===== config.mk =====
export PLATFORM = sky130hd
export DESIGN_NAME = id_ex_stage
export DESIGN_NICKNAME = d
export VERILOG_FILES = /design/src/rtl/id_ex_stage_pkg.sv /design/src/rtl/id_ex_stage_load_use_detect.sv /design/src/rtl/id_ex_stage.sv
export SDC_FILE = /design/constraint.sdc
export NUM_CORES = 1
export LEC_CHECK = 0
export ABC_AREA = 1
export BUFFER_PORTS_ARGS = -buffer_cell sky130_fd_sc_hd__buf_2
export CAP_MARGIN = 30
export CORE_AREA = 2 2 122 124
export DETAILED_ROUTE_END_ITERATION = 8
export DIE_AREA = 0 0 124 126
export PLACE_DENSITY_LB_ADDON = 0.12
export SYNTH_ARGS = -nofsm -noshare
export SYNTH_HDL_FRONTEND = slang
export SYNTH_HIERARCHICAL = 1
export SYNTH_SLANG_ARGS = --single-unit

===== constraint.sdc =====
create_clock -name clk -period 13.2 [get_ports clk]
set_clock_uncertainty 0.1 [all_clocks]
set_input_delay 2.64 -clock clk [delete_from_list [all_inputs] [get_ports clk]]
set_output_delay 2.64 -clock clk [all_outputs]
set_load 0.1 [all_outputs]

===== src/rtl/id_ex_stage_pkg.sv =====
// Shared types for the ID/EX pipeline register: control bundle, NOP value, RV32I opcodes.
package id_ex_stage_pkg;

   typedef struct packed {
      logic       branch;
      logic       memread;
      logic       memtoreg;
      logic       memwrite;
      logic       alusrc;
      logic       regwrite;
      logic [1:0] aluop;
   } ctrl_t;

   localparam ctrl_t CTRL_NOP = '0;

   localparam logic [6:0] OPC_LOAD   = 7'b0000011;
   localparam logic [6:0] OPC_STORE  = 7'b0100011;
   localparam logic [6:0] OPC_RTYPE  = 7'b0110011;
   localparam logic [6:0] OPC_ITYPE  = 7'b0010011;
   localparam logic [6:0] OPC_BRANCH = 7'b1100011;

endpackage


===== src/rtl/id_ex_stage_load_use_detect.sv =====
// Combinational load-use hazard detector; a flush suppresses the stall.
module load_use_detect (
   input  logic       i_id_valid,
   input  logic [4:0] i_id_rs1,
   input  logic [4:0] i_id_rs2,
   input  logic       i_ex_valid,
   input  logic       i_ex_memread,
   input  logic [4:0] i_ex_rd,
   input  logic       i_flush,
   output logic       o_stall
);

   logic w_rd_nz;
   logic w_match;

   // x0 is hardwired zero, so a load into it never creates a dependency
   assign w_rd_nz = (i_ex_rd != 5'd0);
   assign w_match = (i_ex_rd == i_id_rs1) | (i_ex_rd == i_id_rs2);
   assign o_stall = i_id_valid & i_ex_valid & i_ex_memread & w_rd_nz & w_match & ~i_flush;

endmodule


===== src/rtl/id_ex_stage.sv =====
// ID/EX pipeline register with load-use bubble insertion and flush.
// Optional ID_EX_PERF_EN adds saturating 16-bit stall/flush event counters.
module id_ex_stage
   import id_ex_stage_pkg::*;
#(
   parameter int XLEN = 32
) (
   input  logic            clk,
   input  logic            rst,
   input  logic            id_valid,
   input  logic [XLEN-1:0] id_pc,
   input  logic [XLEN-1:0] id_rs1_data,
   input  logic [XLEN-1:0] id_rs2_data,
   input  logic [XLEN-1:0] id_imm,
   input  logic [4:0]      id_rs1,
   input  logic [4:0]      id_rs2,
   input  logic [4:0]      id_rd,
   input  logic [2:0]      id_funct3,
   input  logic            id_funct7b5,
   input  logic            id_branch,
   input  logic            id_memread,
   input  logic            id_memtoreg,
   input  logic            id_memwrite,
   input  logic            id_alusrc,
   input  logic            id_regwrite,
   input  logic [1:0]      id_aluop,
   input  logic            flush,
   output logic            stall,
   output logic            ex_valid,
   output logic [XLEN-1:0] ex_pc,
   output logic [XLEN-1:0] ex_rs1_data,
   output logic [XLEN-1:0] ex_rs2_data,
   output logic [XLEN-1:0] ex_imm,
   output logic [4:0]      ex_rs1,
   output logic [4:0]      ex_rs2,
   output logic [4:0]      ex_rd,
   output logic [2:0]      ex_funct3,
   output logic            ex_funct7b5,
   output logic            ex_branch,
   output logic            ex_memread,
   output logic            ex_memtoreg,
   output logic            ex_memwrite,
   output logic            ex_alusrc,
   output logic            ex_regwrite,
   output logic [1:0]      ex_aluop
`ifdef ID_EX_PERF_EN
   ,
   output logic [15:0]     stall_cnt,
   output logic [15:0]     flush_cnt
`endif
);

   logic            r_valid;
   ctrl_t           r_ctrl;
   logic [XLEN-1:0] r_pc;
   logic [XLEN-1:0] r_rs1_data;
   logic [XLEN-1:0] r_rs2_data;
   logic [XLEN-1:0] r_imm;
   logic [4:0]      r_rs1;
   logic [4:0]      r_rs2;
   logic [4:0]      r_rd;
   logic [2:0]      r_funct3;
   logic            r_funct7b5;

   ctrl_t           w_id_ctrl;
   logic            w_stall;
   logic            w_bubble;

   assign w_id_ctrl = '{branch:   id_branch,
                        memread:  id_memread,
                        memtoreg: id_memtoreg,
                        memwrite: id_memwrite,
                        alusrc:   id_alusrc,
                        regwrite: id_regwrite,
                        aluop:    id_aluop};

   load_use_detect u_lud (
      .i_id_valid   (id_valid),
      .i_id_rs1     (id_rs1),
      .i_id_rs2     (id_rs2),
      .i_ex_valid   (r_valid),
      .i_ex_memread (r_ctrl.memread),
      .i_ex_rd      (r_rd),
      .i_flush      (flush),
      .o_stall      (w_stall)
   );

   assign w_bubble = flush | w_stall;

   always_ff @(posedge clk or posedge rst) begin
      if (rst) begin
         r_valid    <= 1'b0;
         r_ctrl     <= CTRL_NOP;
         r_pc       <= '0;
         r_rs1_data <= '0;
         r_rs2_data <= '0;
         r_imm      <= '0;
         r_rs1      <= '0;
         r_rs2      <= '0;
         r_rd       <= '0;
         r_funct3   <= '0;
         r_funct7b5 <= 1'b0;
      end else if (w_bubble) begin
         r_valid    <= 1'b0;
         r_ctrl     <= CTRL_NOP;
         r_pc       <= '0;
         r_rs1_data <= '0;
         r_rs2_data <= '0;
         r_imm      <= '0;
         r_rs1      <= '0;
         r_rs2      <= '0;
         r_rd       <= '0;
         r_funct3   <= '0;
         r_funct7b5 <= 1'b0;
      end else begin
         // an invalid slot must not carry live control into EX
         r_valid    <= id_valid;
         r_ctrl     <= id_valid ? w_id_ctrl : CTRL_NOP;
         r_pc       <= id_pc;
         r_rs1_data <= id_rs1_data;
         r_rs2_data <= id_rs2_data;
         r_imm      <= id_imm;
         r_rs1      <= id_rs1;
         r_rs2      <= id_rs2;
         r_rd       <= id_rd;
         r_funct3   <= id_funct3;
         r_funct7b5 <= id_funct7b5;
      end
   end

`ifdef ID_EX_PERF_EN
   logic [15:0] r_stall_cnt;
   logic [15:0] r_flush_cnt;

   always_ff @(posedge clk or posedge rst) begin
      if (rst) begin
         r_stall_cnt <= '0;
         r_flush_cnt <= '0;
      end else begin
         if (w_stall && r_stall_cnt != 16'hFFFF) r_stall_cnt <= r_stall_cnt + 16'd1;
         if (flush && r_flush_cnt != 16'hFFFF)   r_flush_cnt <= r_flush_cnt + 16'd1;
      end
   end

   assign stall_cnt = r_stall_cnt;
   assign flush_cnt = r_flush_cnt;
`endif

   assign stall       = w_stall;
   assign ex_valid    = r_valid;
   assign ex_pc       = r_pc;
   assign ex_rs1_data = r_rs1_data;
   assign ex_rs2_data = r_rs2_data;
   assign ex_imm      = r_imm;
   assign ex_rs1      = r_rs1;
   assign ex_rs2      = r_rs2;
   assign ex_rd       = r_rd;
   assign ex_funct3   = r_funct3;
   assign ex_funct7b5 = r_funct7b5;
   assign ex_branch   = r_ctrl.branch;
   assign ex_memread  = r_ctrl.memread;
   assign ex_memtoreg = r_ctrl.memtoreg;
   assign ex_memwrite = r_ctrl.memwrite;
   assign ex_alusrc   = r_ctrl.alusrc;
   assign ex_regwrite = r_ctrl.regwrite;
   assign ex_aluop    = r_ctrl.aluop;

endmodule

# Yosys cells after proc, flatten, opt, wreduce, memory -nomap -nowiden
# Cells that the tools add are included.
[op_classes]
mux = 12
eq_ne = 2
n_bitwise = 8
reduce_logical = 1
[ops]
columns = ["op", "count"]
rows = [
  ["32-bit two-way mux", 4],
  ["8-bit two-way mux", 2],
  ["5-bit two-way mux", 3],
  ["5-bit == test", 2],
  ["1-bit AND", 5],
  ["5-bit nonzero test", 1],
  ["3-bit two-way mux", 1],
  ["1-bit two-way mux", 2],
  ["1-bit OR", 2],
  ["1-bit NOT", 1],
]
[totals]
word_cells = 40
inputBits = 159
regBits = 156
output_inout_bits = 157

# Depth between registers and ports, before layout
# Gate-level depths: netlist of the first run.
[depth]
ltp_word = 7
mapped_depth = 11
ltp_nobuf = 9

# Modules after synthesis
# The synthesis of the first run kept the hierarchy.
[modules_own_cells]
columns = ["mod", "seq_area_each_um2", "area_each_um2", "instances", "cells_each"]
rows = [
  ["id_ex_stage", 3903.7, 5282.6, 1, 490],
  ["load_use_detect", 0.0, 203.9, 1, 47],
]

# Worst setup path after synthesis of the first run
# No wires, ideal clock.
[synth_timing]
kind = "in2out"
startpoint = "in id_rs1[0]"
endpoint = "out stall"
stages = 6
setup_slack_ps = 6565
t_arrival_ps = 3895
t_required_ps = 10460
path_buffers = 0
cell_sequence = "nand2_1 -> inv_1 -> nor2_1 -> nor2_1 -> nand3_1 -> a21oi_2"
[synth_between]
elab_chain_len = 4
[synth_rtl]
columns = ["item", "line", "source"]
rows = [
  ["start, declared", "id_ex_stage.sv:15", "input logic [4:0] id_rs1,"],
  ["5-bit == test", "id_ex_stage_load_use_detect.sv:18", "assign w_match = (i_ex_rd == i_id_rs1) | (i_ex_rd == i_id_rs2);"],
  ["1-bit OR", "id_ex_stage_load_use_detect.sv:18", ""],
  ["1-bit AND (2 in a row)", "id_ex_stage_load_use_detect.sv:19", "assign o_stall = i_id_valid & i_ex_valid & i_ex_memread & w_rd_nz & w_match & ~i_flush;"],
  ["end, declared", "id_ex_stage.sv:28", "output logic stall,"],
]
# Every way passes these cells.

# Worst setup path in the final report of the first run
[layout_timing]
startpoint = "in id_rs2[3]"
endpoint = "out stall"
[layout_between]
elab_chain_len = 4
[layout_rtl]
columns = ["item", "line", "source"]
rows = [
  ["start, declared", "id_ex_stage.sv:16", "input logic [4:0] id_rs2,"],
  ["5-bit == test", "id_ex_stage_load_use_detect.sv:18", ""],
  ["1-bit OR", "id_ex_stage_load_use_detect.sv:18", ""],
  ["1-bit AND (2 in a row)", "id_ex_stage_load_use_detect.sv:19", ""],
]
# Every way passes these cells.

==> results of run 1 <==
-- cells in the mapped netlist (all sizes together) --
cell,n
a21oi,1
buf,17
clkbuf,1
dfrtp,156
inv,163
nand2,26
nand3,2
nand4,2
nor2,166
xnor2,2
xor2,1
-- critical path, stage by stage --
cell and delay, ns:
buf_2 0.10, inv_1 0.05, nand2_1 0.05, nand2_1 0.05, nor2_1 0.13, nand3_1 0.11, a21oi_2 0.16, buf_2 0.45
-- path summary, 6_finish.rpt --
path / from / endpoint / cells after the start
max in group asynchronous: rst / ex_memread / 4
hold / removal: ex_memread / ex_funct3[0] / 5
setup reg to reg: ex_rd[2] / ex_imm[10] / 10
hold reg to reg: ex_memread / ex_funct3[0] / 5
setup / recovery: id_rs2[3] / stall / 8
min in group asynchronous: rst / ex_rd[0] / 2
-- layout make-up --
| cell class | count | area (um^2) | area share (%) |
|---|---|---|---|
| Clock inverter | 11 | 132.6 | 1.707 |
| Multi-Input combinational cell | 200 | 785.8 | 10.11 |
| Tap cell | 184 | 230.2 | 2.963 |
| Timing Repair Buffer | 318 | 1619 | 20.84 |
| Inverter | 163 | 616.8 | 7.940 |
| Clock buffer | 21 | 480.5 | 6.185 |
| Sequential cell | 156 | 3904 | 50.25 |
-- cells in the final DEF, fill, tap and decap left out, drive strengths merged, types with 5 or more instances in the layout --
cell type	Yosys	routed
inv	163	165
clkinv	0	5
buf	17	318
nor2	166	166
dfrtp	156	156
clkbuf	1	21
nand2	26	26
-- state kept, by name (all words and copies together), names as in the netlist, 2 cells and up --
register	flops
ex_aluop	2
ex_funct3	3
ex_imm	32
ex_pc	32
ex_rd	5
ex_rs1	5
ex_rs1_data	32
ex_rs2	5
ex_rs2_data	32
-- logic make-up after synthesis --
family	Yosys count	synth area share (%)
buffers and inverters	181	14.62
and+or+nand+nor	196	13.59
xor gates and xnor gates	3	0.4790
AOI/OAI and AO/OA	1	0.1597
DFF	156	71.15
-- routing by layer --
metal  vias up  track usage [%]  wire length [um]
li1       2094                -                 -
met5         -                0                 0
met3        17            7.337              1567
met1      1918            18.93              5160
met4         0            7.535               213
met2       203            30.48              6901
-- power by group --
part,internal (mW),switching [mW],total [mW]
Combinational,0.0448,0.232,0.277
Clock,0.301,0.189,0.490
Sequential,0.502,0.00724,0.509
==> impl_metrics.ini, run 1 <==
[floorplanning]
io_pins = 316
initial_standard_cell_utilization_of_the_core_pct = 38.33
core_area_um2 = 14310
design.die.area_um2 = 15620
core.rowCount = 44
die-width_um = 124
fp.dieH_um = 126

[cells_and_area]
antennaDiodeCount = 0
final_design_area_excluding_fillers_um2 = 7769
number_of_non_filler_instances_in_the_completed_layout = 1053
areaGrowthSynthToFinish_pct = 41.60
drive_gt1_share_pct = 40.74
layout.core_utilization_pct = 54.27
final_nets = 1015
layout.filler_cells = 1367

[timing]
timing.final.crit_period_ns = 6.483
total_count_of_max_transition_violations_in_the_final_report = 0
final_hold_viol_count = 0
worst_slew_pin_slew_ns = 0.9447
timing.fmax_ghz = 0.1543
finalSetupViolations = 0
setup_tns_ns = 0
hold_ws_ns = 1.059
fin_ws_ns = 6.717
period_share_pct = 49.11
timing.max_slew.rel_slack_pct = 37.02
unrepaired_setup_endpoints_after_global_routing = no

[route]
drt-total-wl_mm = 13.84
detailedRoute.firstPassIterationCount = 4
drt.antenna.violating_nets = 0
drt_iter0_drc = 199
detail_route.drc_violations = 0
routed_wire_length_per_instance_um = 13.15
count_of_vias_placed_by_the_detailed_router = 4232
routed_via_density = 4.019

[worst_setup_path]
cp-start-kind = input port
end_kind = output port
worst-endpoint-arrival_ns = 3.74
timing.critical_path.fanout_max = 3
reg2reg_slack_ns = 10.35
timing_worst_setup_path_type = in2out
worst-endpoint-required_ns = 10.46

[pwr]
power.leakage_nw = 4.969
p_total_mw = 1.276
power_density_nw_per_um2 = 164.3
ir_drop_mv = 0.07634

[cts]
postCtsSetupBuffers = 0
clk_transition_reported_paths_ns = 0.06
holdBufCountCts = 0
cts-htree-levels = 4
clk_latency_ns = 0.41
count_of_cells_resized_by_post_cts_repair = 0
clkSinkCount = 156
tritoncts_clock_tree = done
max-clock-path-buffers = 2
root_buffer = clkbuf_16
cts_inserted_buffers = 17

[grt]
grt_pass1_wl_mm = 20.71
grt_start_max_net_pins = 98
grt_overflow_total = 0
vias_in_the_first_global_route = 4219
grt_antenna_before_repair = 0
globalRouteTotalUtil_pct = 17.70

[synth]
synth.avg_cell_area_um2 = 10.22
yosysSeqAreaShare_pct = 71.15
synth.net_count = 696
post_synth_instance_area_um2 = 5487
synth.largest_area_cell = dfrtp_1
ys_seq_elements = 156
yosys.cell_types.count = 14
post_synth_main_area_contributors = dfrtp_1 71%, nor2_1 11%, inv_1 11%, buf_6 3.3%, nand2_1 1.7%
syn-instance-count = 537
netlist.area_leader.share_pct = 71.15
synthesis_warning_total = 6

[place]
numPortBuffers = 315
gp_congestion = 0.7898
dpl_hpwl_mm = 10.41
dpl.cell_count = 1021
pre_cts_ws_ns = 6.727
total_cell_area_at_the_placement_stage_um2 = 7156

[min_path]
hold_path.class = reg2reg

[outcome]
run_status = completed

[run]
maxCapViolations = 0
Note: power is estimated with default switching activity, not from simulation.
==> run 2, diff against run 1 <==
==> constraint.sdc (replaced) <==
create_clock -name clk -period 6.31 [get_ports clk]
set_clock_uncertainty 0.1 [all_clocks]
set_input_delay 1.262 -clock clk [delete_from_list [all_inputs] [get_ports clk]]
set_output_delay 1.262 -clock clk [all_outputs]
set_load 0.1 [all_outputs]
==> impl_metrics.ini, run 2 (same netlist as run 1, synthesis figures left out) <==
[grt]
grt_antenna_before_repair = 2
vias_in_the_first_global_route = 4358
grt_pass1_wl_mm = 21.22
grt_overflow_total = 0
grt_start_max_net_pins = 98
globalRouteTotalUtil_pct = 18.10

[cts]
root_buffer = clkbuf_16
max-clock-path-buffers = 2
clkSinkCount = 156
clk_latency_ns = 0.41
cts-htree-levels = 4
postCtsSetupBuffers = 0
count_of_cells_resized_by_post_cts_repair = 0
tritoncts_clock_tree = done
holdBufCountCts = 0
cts_inserted_buffers = 17
clk_transition_reported_paths_ns = 0.06

[timing]
total_count_of_max_transition_violations_in_the_final_report = 0
timing.fmax_ghz = 0.2676
finalSetupViolations = 0
final_hold_viol_count = 0
fin_ws_ns = 2.573
worst_slew_pin_slew_ns = 0.8663
timing.final.crit_period_ns = 3.737
unrepaired_setup_endpoints_after_global_routing = no
period_share_pct = 59.23
setup_tns_ns = 0
timing.max_slew.rel_slack_pct = 42.25

[worst_setup_path]
worst-endpoint-required_ns = 4.95
cp.buffers_inverters = 3
slowest_delay_ns = 0.46
cp_cell_sequence = buf_2 -> inv_1 -> nand2_1 -> nand2_1 -> nor2_1 -> nand3_1 -> a21oi_2 -> buf_2
slowest_stage = buf_2
end_kind = output port
timing_worst_setup_path_type = in2out
cp-start-kind = input port
critical-path-top-delay-family = buffers and inverters
timing.critical_path.fanout_max = 3
worst-endpoint-arrival_ns = 2.38

[route]
routed_wire_length_per_instance_um = 13.34
routed_via_density = 4.065
drt_iter0_drc = 171
detail_route.drc_violations = 0
count_of_vias_placed_by_the_detailed_router = 4285
detailedRoute.firstPassIterationCount = 3
drt.antenna.violating_nets = 0
drt-total-wl_mm = 14.06

[cells_and_area]
layout_commonest_cell = buf_2
final_nets = 1015
highest_count_cells_in_the_layout_ignoring_fill_and_taps = 315 x buf_2, 166 x nor2_1, 161 x inv_1
drive_gt1_share_pct = 40.28
areaGrowthSynthToFinish_pct = 40.07

[place]
pre_cts_ws_ns = 2.591
numPortBuffers = 315
gp_congestion = 0.8053
dpl_hpwl_mm = 10.55

[floorplanning]
io_pins = 316
design.die.area_um2 = 15620
fp.dieH_um = 126
core.rowCount = 44
core_area_um2 = 14310
initial_standard_cell_utilization_of_the_core_pct = 38.33
die-width_um = 124

[outcome]
run_status = completed

[pwr]
ir_drop_mv = 0.1520
power_density_nw_per_um2 = 335.2
power.leakage_nw = 4.921

[run]
maxCapViolations = 0

[min_path]
hold_path.class = in2async
## run 2: changes by cell type in the layout (fill, tap and decap cells not counted)
cell	delta
buf_16	-1
buf_4	+1
bufinv_16	-1
clkbuf_1	+4
clkbuf_8	-3
clkinv_2	+2
clkinv_4	-3
clkinvlp_4	+2
diode_2	+1
inv_6	-1
## run 2: cell type report
cell class / instances / area [um^2]
diodes: 1 / 2.502
clock buffers: 22 / 454.2
clock inverters: 10 / 92.59
fillers: 1350 / 6629
inverters: 163 / 616.8
multi-input cells: 200 / 785.8
flip-flops and latches: 156 / 3904
well taps: 184 / 230.2
repair buffers: 318 / 1599
## run 2: layer usage
layer	vias up	global-route usage [%]	share of wire (%)
met4	0	7.733	1.6
met5	-	0	0
met1	1969	18.30	36
met3	18	8.016	11
li1	2097	-	-
met2	201	31.93	51
## run 2: where the power goes
group	leakage, nW	switching [mW]	internal [mW]
sequential	2.02	0.0147	1.05
clock	0.257	0.381	0.552
combinational	2.65	0.486	0.0920
total	4.92	0.882	1.69
## run 2: path summary, 6_finish.rpt
kind                                  from             end  slack, ns  cells past startpoint
worst max-delay path             id_rs2[1]           stall       2.57                      8
worst min-delay path                   rst       ex_rs2[1]       0.92                      2
worst max register to register    ex_rd[1]  ex_rs2_data[8]       3.76                      8
worst min register to register  ex_memread        ex_valid       1.10                      5
max in group asynchronous              rst      ex_imm[20]       3.92                      3
min in group clk                 id_imm[8]       ex_imm[8]       0.95                      3
## run 2: through the flow
stage / hold slack [ns] / cells / util, % / total power, mW / instance area, um^2
floorplan: 1.268 / 537 / - / 1.542 / 5487
global placement: 1.092 / 1021 / 49.85 / 1.662 / 7136
detailed placement: 1.118 / 1021 / 49.85 / 1.667 / 7136
CTS: 0.9260 / 1053 / 53.67 / 2.611 / 7682
global route: 0.9391 / 1054 / 53.69 / 2.677 / 7685
finish: 0.9169 / 1054 / 53.69 / 2.576 / 7685
